### src/rtl/temp_pkg.sv
// Shared types and default sizing for the temperature measurement scheduler.
// Consumed by temp_interval_timer and temp_meas_sched.
package temp_pkg;

   localparam int TEMP_WIDTH      = 10;
   localparam int TEMP_INTERVAL_W = 16;
   localparam int TEMP_LOG2_NAVG  = 2;
   localparam int TEMP_TIMEOUT    = 16;

   typedef enum logic [2:0] {
      IDLE,
      KICK,
      WAIT_BUSY,
      WAIT_DONE,
      ACCUM,
      REPORT
   } sched_state_t;

endpackage

### src/rtl/temp_interval_timer.sv
// Periodic burst timer plus the pending-request flag shared with software triggers.
// A new request in the same cycle the scheduler consumes pending is kept.
module temp_interval_timer
   import temp_pkg::*;
#(
   parameter int INTERVAL_W = TEMP_INTERVAL_W
) (
   input  logic                  lfClk,
   input  logic                  rst,
   input  logic                  enable,
   input  logic                  trigger,
   input  logic [INTERVAL_W-1:0] interval,
   input  logic                  pendClr,
   output logic                  pending
);

   logic [INTERVAL_W-1:0] r_cnt;
   logic                  r_pend;
   logic                  w_run;
   logic                  w_tick;

   assign w_run  = enable && (interval != '0);
   assign w_tick = w_run && (r_cnt == interval - 1'b1);

   always_ff @(posedge lfClk) begin
      if (rst) begin
         r_cnt  <= '0;
         r_pend <= 1'b0;
      end else begin
         if (!w_run || w_tick) begin
            r_cnt <= '0;
         end else begin
            r_cnt <= r_cnt + 1'b1;
         end
         if (trigger || w_tick) begin
            r_pend <= 1'b1;
         end else if (pendClr) begin
            r_pend <= 1'b0;
         end
      end
   end

   assign pending = r_pend;

endmodule

### src/rtl/temp_meas_sched.sv
// Burst scheduler for tempFsm: kicks samples, averages, thresholds, times out.
// Optional min/max tracking under TEMP_SCHED_MINMAX_EN.
module temp_meas_sched
   import temp_pkg::*;
#(
   parameter int WIDTH      = TEMP_WIDTH,
   parameter int INTERVAL_W = TEMP_INTERVAL_W,
   parameter int LOG2_NAVG  = TEMP_LOG2_NAVG,
   parameter int TIMEOUT    = TEMP_TIMEOUT
) (
   input  logic                  lfClk,
   input  logic                  rst,
   input  logic                  enable,
   input  logic                  trigger,
   input  logic [INTERVAL_W-1:0] interval,
   input  logic [WIDTH-1:0]      thrHigh,
   input  logic [WIDTH-1:0]      thrLow,
   input  logic                  clrErr,
   input  logic                  fsmDone,
   input  logic [WIDTH-1:0]      fsmCycles,
   output logic                  fsmStart,
   output logic                  busy,
   output logic [WIDTH-1:0]      result,
   output logic                  resultValid,
   output logic                  alarmHigh,
   output logic                  alarmLow,
   output logic                  timeoutErr
`ifdef TEMP_SCHED_MINMAX_EN
   ,
   input  logic                  clrMinMax,
   output logic [WIDTH-1:0]      minResult,
   output logic [WIDTH-1:0]      maxResult
`endif
);

   localparam int ACC_W = WIDTH + LOG2_NAVG;
   localparam int NAVG  = 1 << LOG2_NAVG;
   localparam int N_W   = LOG2_NAVG + 1;
   localparam int TMO_W = $clog2(TIMEOUT + 1);

   sched_state_t     r_state;
   sched_state_t     w_next;
   logic [ACC_W-1:0] r_acc;
   logic [WIDTH-1:0] r_sample;
   logic [N_W-1:0]   r_n;
   logic [TMO_W-1:0] r_tmo;
   logic [WIDTH-1:0] r_result;
   logic             r_valid;
   logic             r_hi;
   logic             r_lo;
   logic             r_err;
   logic             w_pending;
   logic             w_pendClr;
   logic             w_abort;
   logic             w_last;
   logic             w_tmoHit;
   logic             w_waitEntry;
   logic [WIDTH-1:0] w_avg;

   temp_interval_timer #(
      .INTERVAL_W(INTERVAL_W)
   ) u_timer (
      .lfClk   (lfClk),
      .rst     (rst),
      .enable  (enable),
      .trigger (trigger),
      .interval(interval),
      .pendClr (w_pendClr),
      .pending (w_pending)
   );

   assign w_pendClr = (r_state == IDLE) && w_pending;
   assign w_last    = (r_n == N_W'(NAVG - 1));
   assign w_tmoHit  = (r_tmo == TMO_W'(TIMEOUT - 1));
   assign w_avg     = r_acc[ACC_W-1:LOG2_NAVG];

   always_comb begin
      w_next  = r_state;
      w_abort = 1'b0;
      unique case (r_state)
         IDLE:      if (w_pending) w_next = KICK;
         KICK:      w_next = WAIT_BUSY;
         WAIT_BUSY: begin
            if (!fsmDone) begin
               w_next = WAIT_DONE;
            end else if (w_tmoHit) begin
               w_abort = 1'b1;
               w_next  = IDLE;
            end
         end
         WAIT_DONE: begin
            if (fsmDone) begin
               w_next = ACCUM;
            end else if (w_tmoHit) begin
               w_abort = 1'b1;
               w_next  = IDLE;
            end
         end
         ACCUM:     w_next = w_last ? REPORT : KICK;
         REPORT:    w_next = IDLE;
         default:   w_next = IDLE;
      endcase
   end

   assign w_waitEntry = (w_next != r_state) &&
                        ((w_next == WAIT_BUSY) || (w_next == WAIT_DONE));

   always_ff @(posedge lfClk) begin
      if (rst) begin
         r_state  <= IDLE;
         r_acc    <= '0;
         r_sample <= '0;
         r_n      <= '0;
         r_tmo    <= '0;
         r_result <= '0;
         r_valid  <= 1'b0;
         r_hi     <= 1'b0;
         r_lo     <= 1'b0;
         r_err    <= 1'b0;
      end else begin
         r_state <= w_next;
         r_valid <= 1'b0;
         if (w_pendClr) begin
            r_acc <= '0;
            r_n   <= '0;
         end
         // r_tmo counts cycles spent in the current wait state
         if (w_waitEntry) begin
            r_tmo <= '0;
         end else if ((r_state == WAIT_BUSY) || (r_state == WAIT_DONE)) begin
            r_tmo <= r_tmo + 1'b1;
         end
         if ((r_state == WAIT_DONE) && fsmDone) begin
            r_sample <= fsmCycles;
         end
         if (r_state == ACCUM) begin
            r_acc <= r_acc + ACC_W'(r_sample);
            r_n   <= r_n + 1'b1;
         end
         if (r_state == REPORT) begin
            r_result <= w_avg;
            r_valid  <= 1'b1;
            r_hi     <= (w_avg > thrHigh);
            r_lo     <= (w_avg < thrLow);
         end
         if (w_abort) begin
            r_err <= 1'b1;
         end else if (clrErr) begin
            r_err <= 1'b0;
         end
      end
   end

   assign fsmStart    = (r_state == KICK);
   assign busy        = (r_state != IDLE);
   assign result      = r_result;
   assign resultValid = r_valid;
   assign alarmHigh   = r_hi;
   assign alarmLow    = r_lo;
   assign timeoutErr  = r_err;

`ifdef TEMP_SCHED_MINMAX_EN
   logic [WIDTH-1:0] r_min;
   logic [WIDTH-1:0] r_max;
   logic             r_first;
   logic             w_rep;

   assign w_rep = (r_state == REPORT);

   always_ff @(posedge lfClk) begin
      if (rst) begin
         r_min   <= '0;
         r_max   <= '0;
         r_first <= 1'b1;
      end else if (w_rep && (r_first || clrMinMax)) begin
         r_min   <= w_avg;
         r_max   <= w_avg;
         r_first <= 1'b0;
      end else if (w_rep) begin
         if (w_avg < r_min) r_min <= w_avg;
         if (w_avg > r_max) r_max <= w_avg;
      end else if (clrMinMax) begin
         r_min   <= '0;
         r_max   <= '0;
         r_first <= 1'b1;
      end
   end

   assign minResult = r_min;
   assign maxResult = r_max;
`endif

endmodule

### config.mk
export PLATFORM = sky130hd
export DESIGN_NAME = temp_meas_sched
export DESIGN_NICKNAME = d
export VERILOG_FILES = /design/src/rtl/temp_pkg.sv /design/src/rtl/temp_interval_timer.sv /design/src/rtl/temp_meas_sched.sv
export SDC_FILE = /design/constraint.sdc
export NUM_CORES = 1
export LEC_CHECK = 0
export CAP_MARGIN = 20
export CORE_UTILIZATION = 40
export DETAILED_ROUTE_END_ITERATION = 12
export RECOVER_POWER = 50
export SYNTH_ARGS = -nofsm -noshare
export SYNTH_HDL_FRONTEND = slang
export SYNTH_SLANG_ARGS = --single-unit
### constraint.sdc
create_clock -name lfClk -period 3.32 [get_ports lfClk]
set_input_delay 0.664 -clock lfClk [delete_from_list [all_inputs] [get_ports lfClk]]
set_output_delay 0.664 -clock lfClk [all_outputs]
set_load 0.01 [all_outputs]
# After elaboration in Yosys (flattened, before gate mapping)
# Index checks and enable logic that the tools add are counted.
[totals] register_bits=64 out_inout_bits=16
[classes] addsub=5 eq_ne=11 magnitude_cmp=2 mux=19 n_reduce_logical=18
[op_table] op="$mux 12" count=2
[op_table] op="$mux 3" count=7
[op_table] op="$add 16x1->16 const B" count=1
[op_table] op="$eq 16x16->1" count=1
[op_table] op="$reduce_bool 16->1" count=1
[op_table] op="$sub 16x1->16 const B" count=1
[op_table] op="$eq 3x2->1 const B" count=5
[op_table] op="$pmux 3 s5" count=1
[op_table] op="$add 12x10->12" count=1
[op_table] op="$gt 10x10->1" count=1
[op_table] op="$lt 10x10->1" count=1
[op_table] op="$mux 1" count=8
[op_table] op="$eq 3x3->1 const B" count=2
[op_table] op="$reduce_bool 2->1" count=3
[op_table] op="$add 5x1->5 const B" count=1
[op_table] op="$eq 5x4->1 const B" count=1
[op_table] op="$logic_and 1x1->1" count=5
[op_table] op="$logic_or 1x1->1" count=4
[op_table] op="$reduce_or 2->1" count=2
[op_table] op="$add 3x1->3 const B" count=1
[op_table] op="$eq 3x1->1 const B" count=1
[op_table] op="$logic_not 3->1" count=1
[op_table] op="$ne 3x3->1" count=1
[op_table] op="$reduce_bool 3->1" count=1
[op_table] op="2 further kinds" count=2

# Depth between registers and ports, before layout
# Gate-level depths: netlist (run 1).
[logic_depth] word_depth=8 mapped_depth=9 depth_no_buf=8

# Cells and area by module
# From an unflattened synthesis (run 1), not the netlist that was laid out.
[unflattened] hier_cells=497 area_unflattened_um2=4045.1
[by_module_without_submodules] module="temp_meas_sched" instances=1 area_each_um2=2672.6 cells_each=327
[by_module_without_submodules] module="temp_interval_timer" instances=1 area_each_um2=1372.6 cells_each=170

# Least setup slack after synthesis (run 1)
# No wires, ideal clock.
[synth_timing] kind="input to register" from="in interval[0]" to="reg u_timer.r_cnt[10]" path_stages=9 path_buffers=1 arrival_ns=2.518 slack_ns=0.690 path_cell_list="inv_1 -> ha_1 -> or4b_4 -> o31ai_4 -> nand2_1 -> nor3b_2 -> nor4_4 -> buf_6 -> nor2_1"
[synth_via] elab_chain_cells=5 elab_cells_between_ends=8
[synth_rtl] element="start: declaration" line="temp_meas_sched.sv:15" text="input logic [INTERVAL_W-1:0] interval,"
[synth_rtl] element="$sub 16x1->16 or $reduce_bool 16->1 (tied branches)" line="temp_interval_timer.sv:23, temp_interval_timer.sv:22"
[synth_rtl] element="$eq 16x16->1 or $logic_and 1x1->1 (tied branches)" line="temp_interval_timer.sv:23, temp_interval_timer.sv:22"
[synth_rtl] element="$logic_and 1x1->1 or $logic_not 1->1 (tied branches)" line="temp_interval_timer.sv:23, temp_interval_timer.sv:30"
[synth_rtl] element="$logic_or 1x1->1 (*)" line="temp_interval_timer.sv:30" text="if (!w_run || w_tick) begin"
[synth_rtl] element="$reduce_or 2->1 (no source line) (*)"
[synth_rtl] element="end signal: assignment" line="temp_interval_timer.sv:33" text="r_cnt <= r_cnt + 1'b1;"
[synth_rtl] element="end: declaration" line="temp_interval_timer.sv:17" text="logic [INTERVAL_W-1:0] r_cnt;"
# Mark *: on every way between the ends. The rest lies on a longest branch, timed or not.
# A chain may end at the register's enable or synchronous reset.

# Worst setup path in the final report (run 1)
[layout_timing] from="in interval[0]" to="reg u_timer.r_cnt[0]"
# The elaborated chain is that of the path after synthesis.

==> results_dict.tcl, run 1 <==
set metrics [dict create \
    htreeDepth 3 \
    combPwrFrac_pct 11.3 \
    first_pass_iters 4 \
    synth_fa_ha_area_share_pct 11.4 \
    yosys-top-cells-area "dfxtp_1 32%, ha_1 11%, nand2_1 6.7%" \
    setup_ws_ns 0.484 \
    netlist_area_um2 4020 \
    drv_slew 0 \
    num_vias 3650 \
    synthToLayoutAreaGrowth_pct 24.8 \
    postSynthCellCount 507 \
    dieArea_um2 10400 \
    power.density_nw_per_um2 327 \
    yosys.area.top_type "dfxtp_1" \
    hold_path_class "reg2reg" \
    portBuffers 67 \
    worst_pin_slew_ns 0.896 \
    fin_nets 661 \
    cp-end-kind "register" \
    synth-main-ff-cell "dfxtp_1" \
    synth_top_family_by_area "simple AND/OR/NAND/NOR gates" \
    n_antenna_cell 0 \
    synthSimpleGateAreaFrac_pct 26.7 \
    rsz0062_at_grt "no" \
    crit_type "in2reg" \
    final_core_util_pct 51.3 \
    clkPwrFrac_pct 41.0 \
    p_int_w 0.00126 \
    relSlewSlack_pct 40.3 \
    grt.met2_usage_pct 33.2 \
    track_usage_pct 18.6 \
    pre_cts_ws_ns 0.123 \
    outcome "completed" \
    synth_xor_area_share_pct 8.50 \
    hold_viol_final 0 \
    synth_commonest_cells "72 x nand2_1, 64 x dfxtp_1, 58 x nor2_1" \
    crit_path_start_kind "input pin" \
    gp_congestion 0.869 \
    grt_max_degree 52 \
    clock_skew_ns 0.00620 \
    io_pins 68 \
    post-cts-setup-buffers 0 \
    pwr-share-seq_pct 47.7 \
    core.rowCount 36 \
    setup_viol 0 \
    grt_pass1_wl_um 15100 \
    synth_compound_area_share_pct 15.9 \
    synth-async-reset-ratio_pct 0 \
    synth.distinct_cells 54 \
    dp_hpwl_um 6970 \
    wl_per_cell_um 12.8 \
    seq_area_frac_synth_pct 31.9 \
    use_met3_pct 4.65 \
    yosys.area.top_type_share_pct 31.9 \
    clockBufferDepth 2 \
    drcViolationCount 0 \
    maxClockFrequency_ghz 0.353 \
    antenna_found_initial 0 \
    switching_share_pct 23.2 \
    p_leak_nw 2.15 \
    cts_root_buffer "clkbuf_8" \
    core_um2 9770 \
    cts_tree "built" \
    vdd_drop_max_uv 181 \
    clkLatencyLatePin_ns 0.35 \
    cts_buffers 9 \
    vias_per_cell 5.13 \
    initial_core_util_pct 41.1 \
    path_max_fanout 10 \
    critPathRequiredTime_ns 3.55 \
    setup-tns-final_ns 0 \
    ant_nets 0 \
    cts.sink_count 64 \
    fillCellCount 966 \
    die_y_um 102 \
    yosys_warnings 0 \
    syn_area_per_cell_um2 7.92 \
    switching_power_w 0.000380 \
    post_cts_resized 0 \
    grt_busiest_layer "met2" \
    cap_violations 0 \
    die_w_um 102 \
    period_share_pct 85.4 \
    synth_edf_count 0 \
    ctsHoldBuffers 0 \
    path_clk_slew_ns 0.07 \
    cp.arrival_ns 3.07 \
    yosysMostFrequentCell "nand2_1" \
    grt_pass1_vias 3400 \
    multi_input_area_um2 2550 \
    drt_wl_total_um 9100 \
    drive_above_1_share_pct 5.02 \
    met1_usage_pct 21.4 \
    register_area_um2 1280 \
    min_period_ns 2.84 \
    grt_remaining_overflow 0 \
    muxShareOfSynthArea_pct 0.997 \
    drtIter0Drc 79 \
    ys_ff_latch 64 \
    synth_fp_nets 595 \
]
## metrics by stage
step | area [µm²] | total power [W] | hold WS, ns | std cells
floorplan | 4020 | 0.000891 | 0.440 | 507
global placement | 4820 | 0.000983 | 0.447 | 695
detailed placement | 4820 | 0.000985 | 0.448 | 695
CTS | 5010 | 0.00166 | 0.457 | 711
global route | 5010 | 0.00172 | 0.474 | 711
finish | 5010 | 0.00164 | 0.451 | 711
## layer usage
| layer | up-vias | share of wire, % |
|---|---|---|
| li1 | 1912 | - |
| met4 | 0 | 1.9 |
| met3 | 12 | 4.4 |
| met2 | 73 | 48 |
| met1 | 1653 | 46 |
| met5 | - | 0 |
## layout make-up
cell class / instances / share of cell area (%)
timing repair buffer: 72 / 14.0
inverter: 31 / 2.32
clock buffer: 13 / 3.17
tap: 133 / 3.32
sequential: 64 / 25.5
multi-input combinational: 395 / 50.8
clock inverter: 3 / 0.798
## placed cells by master, fill, tap and decap left out, drive strengths merged, types with 8 or more instances in the layout
cell / count
dlygate4sd3: 13
a21o: 9
nor3: 14
xor2: 19
dfxtp: 64
nand2: 72
nand4: 14
nor2: 58
xnor2: 20
nor4: 8
nor2b: 8
ha: 35
nand3: 9
a21oi: 39
clkdlybuf4s50: 53
clkbuf: 13
inv: 31
a22oi: 8
## worst paths after layout
path                             from                          end  slack [ns]  depth (start not counted)
max                       interval[0]  u_timer.r_cnt[0]$_SDFF_PP0_        0.48                          9
min            result[9]$_SDFFE_PP0P_       result[9]$_SDFFE_PP0P_        0.45                          2
max reg2reg  r_sample[1]$_SDFFE_PP0P_        r_acc[9]$_SDFFE_PP0P_        1.00                          7
min reg2reg    result[9]$_SDFFE_PP0P_       result[9]$_SDFFE_PP0P_        0.45                          2
## state kept, by name, summed over array words and instances (netlist names)
register and flops:
u_timer.r_cnt 16, r_acc 12, r_sample 10, result 10
r_tmo 5, r_n 3, r_state 3, alarmHigh 1
alarmLow 1, resultValid 1, timeoutErr 1, u_timer.pending 1
## logic make-up after synthesis
logic type / count (synthesis)
buffers and inverters: 48
DFF: 64
xor gates and xnor gates: 39
AOI/OAI and AO/OA: 97
muxes: 4
and+or+nand+nor: 219
adders and majority gates: 36
## critical path: stages
cell and delay, ns:
clkdlybuf4s50_1 0.48, inv_1 0.09, ha_1 0.23, or4b_4 0.53, o311ai_1 0.32, o221ai_1 0.21, nor4_4 0.26, buf_4 0.21
nor3b_1 0.06
## power by group through the flow
| stage | clock, W | sequential (W) | combinational, W |
|---|---|---|---|
| 4_1_cts | 0.000695 | 0.000782 | 0.000187 |
| 3_3_place_gp | 0 | 0.000799 | 0.000184 |
| 2_1_floorplan | 0 | 0.000796 | 0.0000952 |
| 6_report | 0.000672 | 0.000782 | 0.000185 |
| 5_1_grt | 0.000733 | 0.000783 | 0.000207 |
| 3_5_place_dp | 0 | 0.000799 | 0.000186 |
Note: power is estimated with default switching activity, not from simulation.
==> run 2, diff against run 1 <==
Settings changed: CORE_MARGIN set to 3.
==> results_dict.tcl, run 2 (synthesized netlist as in run 1, its figures left out) <==
set metrics [dict create \
    outcome "complete, but fails checks" \
    failed_checks "capacitance limit, slew limit" \
    wl_per_cell_um 12.8 \
    drcViolationCount 0 \
    layout_common_cells "72 x nand2_1, 64 x dfxtp_1, 58 x nor2_1" \
    min_period_ns 2.87 \
    power.density_nw_per_um2 337 \
    die_w_um 106 \
    path_max_fanout 17 \
    rsz0062_at_grt "no" \
    largest_registers "u_timer.r_cnt: 16 flops, r_acc: 12 flops" \
    critPathRequiredTime_ns 3.56 \
    worst_pin_slew_ns 2.20 \
    drv_slew 52 \
    register_area_um2 1280 \
    hold_path_class "reg2reg" \
    path_buf_inv 3 \
    final_common_cell "nand2_1" \
    slowest_delay_ns 0.53 \
    cts_tree "built" \
    drt_wl_total_um 9040 \
    slowest_stage "or4b_4" \
    initial_core_util_pct 42.3 \
    vdd_drop_max_uv 195 \
    n_antenna_cell 0 \
    top_register "u_timer.r_cnt" \
    cts_root_buffer "clkbuf_8" \
    path_clk_slew_ns 0.07 \
    cap_violations 1 \
    core.rowCount 35 \
    final_core_util_pct 53.0 \
    cts.sink_count 64 \
    io_pins 68 \
    dieArea_um2 11300 \
    path_cells "clkdlybuf4s50_1, inv_1, ha_1, or4b_4, o311ai_1, o221ai_1, nor4_4, buf_12, o2bb2ai_1" \
    num_vias 3552 \
    ant_nets 0 \
    post_cts_resized 0 \
    die_y_um 106 \
    drive_above_1_share_pct 4.85 \
    clkLatencyLatePin_ns 0.33 \
    cts_buffers 9 \
    pre_cts_ws_ns 0.116 \
    setup-tns-final_ns 0 \
    htreeDepth 3 \
    dp_hpwl_um 7000 \
    vias_per_cell 5.03 \
    relSlewSlack_pct -46.8 \
    grt_max_degree 52 \
    synthToLayoutAreaGrowth_pct 25.4 \
    core_um2 9500 \
    period_share_pct 86.4 \
    cp-end-kind "register" \
    fin_nets 660 \
    post-cts-setup-buffers 0 \
    crit_path_start_kind "input pin" \
    fillCellCount 917 \
    grt_pass1_wl_um 15600 \
    clock_skew_ns 0.0102 \
    finalPower_w 0.00170 \
    largest_reg_flops 16 \
    track_usage_pct 16.7 \
    cp.arrival_ns 3.11 \
    grt_remaining_overflow 0 \
    crit_type "in2reg" \
    setup_ws_ns 0.453 \
    clockBufferDepth 2 \
    antenna_found_initial 0 \
    drtIter0Drc 114 \
    maxClockFrequency_ghz 0.349 \
    hold_viol_final 0 \
    p_leak_nw 2.15 \
    multi_input_area_um2 2550 \
    portBuffers 67 \
    first_pass_iters 4 \
    grt_pass1_vias 3428 \
    ctsHoldBuffers 0 \
    crit_family "simple AND/OR/NAND/NOR gates" \
    setup_viol 0 \
    gp_congestion 0.871 \
]
run 2: changes by cell type in the layout (fill, tap and decap cells not counted):
| cell | previous run | this run |
|---|---|---|
| and2_0 | 2 | 0 |
| and2_1 | 2 | 4 |
| buf_12 | 0 | 1 |
| buf_2 | 1 | 0 |
| buf_4 | 5 | 3 |
| bufinv_16 | 1 | 2 |
| clkbuf_8 | 11 | 10 |
| clkinv_2 | 2 | 1 |
| clkinvlp_4 | 0 | 2 |
run 2: worst min-delay path: stages, from the launching register on:
cell     delay [ns]
dfxtp_1        0.31
nand2_1        0.05
a21oi_1        0.05
run 2: metal layers:
| metal | GRT usage [%] | vias up | share of wire, % |
|---|---|---|---|
| li1 | - | 1904 | - |
| met1 | 20.9 | 1554 | 48 |
| met2 | 27.7 | 77 | 45 |
| met3 | 3.22 | 17 | 4.9 |
| met4 | 7.22 | 0 | 2.0 |
| met5 | 0 | - | 0 |
run 2: cell type report:
class	count	area share, %
multi-input cells	395	50.6
clock inverters	5	1.59
clock buffers	11	2.81
repair buffers	71	14.0
flip-flops and latches	64	25.4
inverters	31	2.31
well taps	129	3.20
run 2: through the flow:
stage	area, µm²	instances	hold slack, ns
floorplan	4020	507	0.440
global placement	4820	690	0.442
detailed placement	4820	690	0.452
CTS	5040	706	0.461
global route	5040	706	0.477
finish	5040	706	0.454
run 2: where the power goes:
part | total, W | switching, W | internal, W
Clock | 0.000729 | 0.000287 | 0.000442
Sequential | 0.000782 | 0.00000773 | 0.000774
Combinational | 0.000187 | 0.0000873 | 0.0000999
run 2: worst paths after layout:
path	startpoint	cells past startpoint	slack [ns]	to
min	result[0]$_SDFFE_PP0P_	2	0.45	result[0]$_SDFFE_PP0P_
max reg2reg	r_acc[1]$_SDFFE_PP0P_	7	0.94	r_acc[9]$_SDFFE_PP0P_
min reg2reg	result[0]$_SDFFE_PP0P_	2	0.45	result[0]$_SDFFE_PP0P_
max	interval[0]	9	0.45	u_timer.pending$_SDFFE_PP0P_
==> run 3, diff against run 2 <==
Settings changed: ABC_AREA set to 0.
==> results of run 3 <==
The final DEF is identical to that of run 2; final timing and power are the same.
